**config.mk**
```make
export PLATFORM = sky130hd
export DESIGN_NAME = control_sequencer
export DESIGN_NICKNAME = d
export VERILOG_FILES = /design/src/rtl/cpu_ctrl_pkg.sv /design/src/rtl/control_sequencer_instr_decode.sv /design/src/rtl/control_sequencer.sv
export SDC_FILE = /design/constraint.sdc
export NUM_CORES = 1
export LEC_CHECK = 0
export ABC_AREA = 1
export CORE_MARGIN = 5
export CORE_UTILIZATION = 29
export DETAILED_ROUTE_END_ITERATION = 8
export PLACE_DENSITY = 0.59
export SETUP_SLACK_MARGIN = 0.2
export SLEW_MARGIN = 30
export SYNTH_ARGS = -nofsm -noshare
export SYNTH_HDL_FRONTEND = slang
export SYNTH_HIERARCHICAL = 1
export SYNTH_SLANG_ARGS = --single-unit
```
**constraint.sdc**
```tcl
create_clock -name clk -period 2.9 [get_ports clk]
set_input_delay 0.58 -clock clk [delete_from_list [all_inputs] [get_ports clk]]
set_output_delay 0.58 -clock clk [all_outputs]
set_load 0.01 [all_outputs]
```
**src/rtl/cpu_ctrl_pkg.sv**
```systemverilog
// Shared definitions for the hardwired control unit: FSM states, bus/load
// select codes, opcodes, ALU operation codes and the register-to-code map.
package cpu_ctrl_pkg;

    typedef enum logic [2:0] {
        ST_IDLE  = 3'd0,
        ST_T0    = 3'd1,
        ST_T1    = 3'd2,
        ST_T2    = 3'd3,
        ST_T3    = 3'd4,
        ST_T4    = 3'd5,
        ST_T5    = 3'd6,
        ST_FAULT = 3'd7
    } state_t;

    localparam logic [4:0] SEL_NONE = 5'd0;
    localparam logic [4:0] SEL_ZLOW = 5'd19;
    localparam logic [4:0] SEL_PC   = 5'd20;
    localparam logic [4:0] SEL_MDR  = 5'd21;
    localparam logic [4:0] SEL_IR   = 5'd23;
    localparam logic [4:0] SEL_Z    = 5'd24;
    localparam logic [4:0] SEL_MAR  = 5'd25;
    localparam logic [4:0] SEL_R0   = 5'd26;
    localparam logic [4:0] SEL_Y    = 5'd27;

    localparam logic [4:0] OP_ADD = 5'h03;
    localparam logic [4:0] OP_SUB = 5'h04;
    localparam logic [4:0] OP_AND = 5'h05;
    localparam logic [4:0] OP_OR  = 5'h06;
    localparam logic [4:0] OP_SHL = 5'h07;
    localparam logic [4:0] OP_SHR = 5'h08;
    localparam logic [4:0] OP_ROR = 5'h09;
    localparam logic [4:0] OP_ROL = 5'h0A;
    localparam logic [4:0] OP_NOT = 5'h0B;
    localparam logic [4:0] OP_NEG = 5'h0C;

    localparam logic [3:0] ALU_NOP = 4'd0;
    localparam logic [3:0] ALU_ADD = 4'd1;
    localparam logic [3:0] ALU_SUB = 4'd2;
    localparam logic [3:0] ALU_AND = 4'd3;
    localparam logic [3:0] ALU_OR  = 4'd4;
    localparam logic [3:0] ALU_SHL = 4'd5;
    localparam logic [3:0] ALU_SHR = 4'd6;
    localparam logic [3:0] ALU_ROR = 4'd7;
    localparam logic [3:0] ALU_ROL = 4'd8;
    localparam logic [3:0] ALU_NOT = 4'd9;
    localparam logic [3:0] ALU_NEG = 4'd10;

    // R1-R15 select with their own number; R0 lives at a separate code.
    function automatic logic [4:0] reg_code(input logic [3:0] r);
        return (r == 4'd0) ? SEL_R0 : {1'b0, r};
    endfunction

endpackage

```
**src/rtl/control_sequencer_instr_decode.sv**
```systemverilog
// Opcode decoder: ALU operation, unary flag and illegal-opcode flag.
module instr_decode
    import cpu_ctrl_pkg::*;
(
    input  logic [4:0] opcode,
    output logic [3:0] alu_op,
    output logic       unary,
    output logic       illegal
);

    always_comb begin
        alu_op  = ALU_NOP;
        unary   = 1'b0;
        illegal = 1'b0;
        case (opcode)
            OP_ADD: alu_op = ALU_ADD;
            OP_SUB: alu_op = ALU_SUB;
            OP_AND: alu_op = ALU_AND;
            OP_OR:  alu_op = ALU_OR;
            OP_SHL: alu_op = ALU_SHL;
            OP_SHR: alu_op = ALU_SHR;
            OP_ROR: alu_op = ALU_ROR;
            OP_ROL: alu_op = ALU_ROL;
            OP_NOT: begin
                alu_op = ALU_NOT;
                unary  = 1'b1;
            end
            OP_NEG: begin
                alu_op = ALU_NEG;
                unary  = 1'b1;
            end
            default: illegal = 1'b1;
        endcase
    end

endmodule

```
**src/rtl/control_sequencer.sv**
```systemverilog
// Hardwired T0-T5 fetch/execute sequencer for register-to-register ALU
// instructions; all control outputs are registered Moore outputs.
module control_sequencer
    import cpu_ctrl_pkg::*;
#(
    parameter int DW = 32
) (
    input  logic          clk,
    input  logic          clr,
    input  logic          run,
    input  logic          mem_ready,
    input  logic [DW-1:0] ir,
    output logic [DW-1:0] enable,
    output logic [DW-1:0] busSelect,
    output logic          MD_Read,
    output logic          pc_inc,
    output logic [3:0]    Control_Signals,
    output logic          done,
    output logic          fault
);

    state_t      state;
    logic [4:0]  en_code;
    logic [4:0]  bus_code;
    logic [31:15] ir_f;

    logic [4:0]  dec_opcode;
    logic [3:0]  dec_alu;
    logic        dec_unary;
    logic        dec_illegal;
    logic        unused_ir;

    assign unused_ir = ^ir[14:0];

    // The T3 outputs are prepared on the T2->T3 edge from the live IR value,
    // which is also captured there; T3/T4/T5 then work from the captured copy.
    assign dec_opcode = (state == ST_T2) ? ir[31:27] : ir_f[31:27];

    instr_decode u_decode (
        .opcode  (dec_opcode),
        .alu_op  (dec_alu),
        .unary   (dec_unary),
        .illegal (dec_illegal)
    );

    assign enable    = {{(DW-5){1'b0}}, en_code};
    assign busSelect = {{(DW-5){1'b0}}, bus_code};

    // Handshake: mem_ready acts as a data-valid strobe for MDataIn; the
    // sequencer holds its T1 read request until it samples mem_ready high.
    always_ff @(posedge clk) begin
        if (clr) begin
            state           <= ST_IDLE;
            en_code         <= SEL_NONE;
            bus_code        <= SEL_NONE;
            MD_Read         <= 1'b0;
            pc_inc          <= 1'b0;
            Control_Signals <= ALU_NOP;
            done            <= 1'b0;
            fault           <= 1'b0;
            ir_f            <= '0;
        end else begin
            en_code         <= SEL_NONE;
            bus_code        <= SEL_NONE;
            MD_Read         <= 1'b0;
            pc_inc          <= 1'b0;
            Control_Signals <= ALU_NOP;
            done            <= 1'b0;
            fault           <= 1'b0;
            case (state)
                ST_IDLE: begin
                    if (run) begin
                        state    <= ST_T0;
                        bus_code <= SEL_PC;
                        en_code  <= SEL_MAR;
                        pc_inc   <= 1'b1;
                    end
                end
                ST_T0: begin
                    state   <= ST_T1;
                    en_code <= SEL_MDR;
                    MD_Read <= 1'b1;
                end
                ST_T1: begin
                    if (mem_ready) begin
                        state    <= ST_T2;
                        bus_code <= SEL_MDR;
                        en_code  <= SEL_IR;
                    end else begin
                        en_code <= SEL_MDR;
                        MD_Read <= 1'b1;
                    end
                end
                ST_T2: begin
                    state <= ST_T3;
                    ir_f  <= ir[31:15];
                    if (!dec_illegal && !dec_unary) begin
                        bus_code <= reg_code(ir[22:19]);
                        en_code  <= SEL_Y;
                    end
                end
                ST_T3: begin
                    if (dec_illegal) begin
                        state <= ST_FAULT;
                        fault <= 1'b1;
                    end else begin
                        state           <= ST_T4;
                        en_code         <= SEL_Z;
                        Control_Signals <= dec_alu;
                        bus_code        <= dec_unary ? reg_code(ir_f[22:19])
                                                     : reg_code(ir_f[18:15]);
                    end
                end
                ST_T4: begin
                    state    <= ST_T5;
                    bus_code <= SEL_ZLOW;
                    en_code  <= reg_code(ir_f[26:23]);
                    done     <= 1'b1;
                end
                ST_T5: begin
                    if (run) begin
                        state    <= ST_T0;
                        bus_code <= SEL_PC;
                        en_code  <= SEL_MAR;
                        pc_inc   <= 1'b1;
                    end else begin
                        state <= ST_IDLE;
                    end
                end
                ST_FAULT: begin
                    fault <= 1'b1;
                end
                default: state <= ST_IDLE;
            endcase
        end
    end

endmodule

```
==> flow_summary_export.csv <==
group,metric,value,unit
finish,sequential_cell_area,760.7,um2
power,irDropWorstVdd,166.7,uV
cts,clock_tree.root_cell,"clkbuf_8",
synthesis,ys_types,28,
hold_path,worst_hold_path_type,"register to register",
finish,utilization,35.28,%
synthesis,synth-compound-area-share,10.02,%
synthesis,post_synth_fa_ha_maj_area_fraction,0,%
cts,num_cts_buffers,5,
synthesis,seq_area_frac_synth,35.02,%
drt,drt-pass1-iter-count,4,
sta,max_freq,414.0,MHz
sta,final_number_of_max_transition_violations,0,
setup_path,worst_path_largest_cell_delay,0.51,ns
grt,grt_start_max_net_pins,22,
power,internal_power,0.001031,W
power,seq_power_share,41.4,%
finish,antenna_cells_inserted,0,
setup_path,timing.critical_path.slowest_stage_cell,"dfxtp_1",
cts,clkSlewWorstSetupHoldPaths,0.07,ns
synthesis,post_synth_instance_area,2172,um2
grt,grt_first_pass_wirelength,7527,um
drt,drt_total_wl,4802,um
power,total_switching_power,0.0005192,W
drt,drcViolationCount,0,
placed_design,routability_cong,0.8001,
drt,detail_route.wl_per_cell,10.65,um
finish,num-fill-cells,793,
grt,track_usage,10.32,%
finish,layout.cells.most_common_list,"conb_1, nand2_1, nor2_1",
drt,vias,1798,
sta,rsz0062_at_grt,"false",
finish,areaGrowthSynthToFinish,18.43,%
power,cellPowerDensity,602.7,nW/um2
synthesis,ys_warn_count,6,
floorplanning,die_width,96.55,um
synthesis,synth_top_family_by_area,"simple AND/OR/NAND/NOR gates",
floorplanning,die_height,96.55,um
sta,timing.final.crit_period,2.416,ns
placed_design,port_buffers,38,
grt,grt_pass1_vias,1740,
setup_path,start_kind,"register",
sta,report.final.setup_viol,0,
floorplanning,initial_utilization,29.79,%
synthesis,per_instance_average_area_after_synthesis,7.007,um2
finish,final_common_cell,"conb_1",
cts,max-clock-path-buffers,2,
power,combinationalPowerShare,32.0,%
sta,finalSetupTns,0,ns
cts,cts_hold_repair.buffers,0,
finish,finalNetCount,387,
floorplanning,core-area,7292,um2
finish,final_layout_size_suffix_gt1_share,9.375,%
floorplanning,fp.dieArea,9321,um2
synthesis,post_synth_xor_area_fraction,0,%
setup_path,critical_path_class,"register to register",
setup_path,cpMostUsedCell,"nand2_1",
setup_path,arrival,2.62,ns
setup_path,crit_path_end_kind,"register",
drt,drt_iter0_markers,69,
floorplanning,rows,31,
power,power_leakage,1.144,nW
floorplanning,top_level_ports,108,
synthesis,number_of_flip_flops_and_latches_in_the_synthesized_netlist,38,
finish,multi_input_gate_area,1062,um2
placed_design,detailedPlacementHpwl,3807,um
cts,clock_tree.htree_level_count,2,
sta,final_min_period_over_clock_period,83.30,%
run,drv_cap,0,
sta,timing_hold_violations_final,0,
grt,grt_remaining_overflow,0,
drt,drt.antenna.violating_nets,0,
power,p_sw_share,33.49,%
setup_path,cp_cell_sequence,"nand2_2 > nor2_4 > nand2_1 > nand2_1 > nand2_1 > clkinv_1 > nand3_2 > nand2_2 > inv_2 > nand2_1 > nor2_2 > nor2_1 > inv_1 > nor2_2 > nand2_1 > nand2_1 > nor2_1 > a21oi_1",
drt,viasPerCell,3.987,
grt,antenna_violations_before_repair,0,
run_status,status,"complete, no violations",
setup_path,required,3.11,ns
cts,worstSkewPairLatency,0.28,ns
synthesis,post_synth_mux_area_share,0,%
sta,finClkSkew,0.005899,ns
power,p_clk_share,26.6,%
setup_path,worst-path-max-fanout,8,
synthesis,synth_simple_gate_area_share,29.55,%
cts,cts.sinks,38,
synthesis,synth_cells,310,
cts,clock_tree_from_tritoncts,"built",
[cells in the mapped netlist (all sizes together)]
master	count	share of area, %
nor4	1	0.29
o21a	1	0.35
nor2	52	10
nand3	22	6.3
nand3b	5	1.7
a21boi	1	0.35
nor3	2	0.46
a21oi	22	5.1
clkbuf	3	0.52
conb	1	0.17
inv	27	4.7
buf	58	20
dfxtp	38	35
nand2	55	9.9
clkinv	1	0.17
nand4	1	0.29
or2	2	0.58
o211ai	1	0.35
o21ai	17	3.9
[power groups by stage]
stage                     Clock [W]  Combinational (W)  Sequential [W]
after floorplan                   0           0.000391        0.000647
after global placement            0           0.000483        0.000651
after detailed placement          0           0.000492        0.000654
after CTS                  0.000427           0.000494        0.000642
after global routing       0.000448           0.000562        0.000650
final                      0.000412           0.000497        0.000642
[kinds of logic after synthesis]
family / count (synthesis)
and+or+nand+nor: 140
buffers and inverters: 89
AOI/OAI and AO/OA: 42
DFF: 38
other: 1
[path summary, 6_finish.rpt]
kind	start	end	slack (ns)	cells past startpoint
min	ir_f[31]	ir_f[31]	0.48	2
max reg2reg	state[1]	bus_code[4]	0.48	18
min reg2reg	ir_f[31]	ir_f[31]	0.48	2
max	state[1]	bus_code[4]	0.48	18
[critical path: cells and delay by family, from the launching register on]
kind | cells | cell delay (ns)
simple gates | 14 | 1.50
flops | 1 | 0.51
buf+inv | 3 | 0.18
compound gates | 1 | 0.14
[flip-flops by register name, summed over array words and instances, names as in the netlist]
| signal | count |
|---|---|
| Control_Signals | 4 |
| MD_Read | 1 |
| bus_code | 5 |
| done | 1 |
| en_code | 5 |
| fault | 1 |
| ir_f | 17 |
| pc_inc | 1 |
| state | 3 |
[per-stage QoR]
| stage | hold slack (ns) | power, W | cells | worst slack, ns | cell area (um2) |
|---|---|---|---|---|---|
| finish | 0.4808 | 0.001550 | 451 | 0.4844 | 2572 |
| global route | 0.5054 | 0.001661 | 451 | 0.2312 | 2572 |
| CTS | 0.4779 | 0.001563 | 449 | 0.3981 | 2557 |
| detailed placement | 0.4674 | 0.001145 | 441 | 0.2932 | 2447 |
| global placement | 0.4607 | 0.001135 | 441 | 0.3039 | 2447 |
| floorplan | 0.4443 | 0.001038 | 363 | 0.8561 | 2371 |
[layer usage]
metal / GRT usage, % / vias up / wire, um
met5: 0 / - / 0
met4: 2.453 / 0 / 38
met3: 3.486 / 4 / 430
met2: 17.93 / 68 / 2245
met1: 12.25 / 776 / 2087
li1: - / 950 / -
[timing repair]
item | 4_1_cts | 5_1_grt
gates resized for setup | 0 | 0
setup endpoints to repair | 0 | 1
buffers inserted | 0 | 2
[area by class of cell]
type | instances | share of cell area (%)
timing repair buffer | 42 | 15.95
inverter | 28 | 4.086
multi-input combinational | 236 | 41.29
tap | 99 | 4.815
clock buffer | 8 | 4.280
sequential | 38 | 29.57
Note: power is estimated with default switching activity, not from simulation.
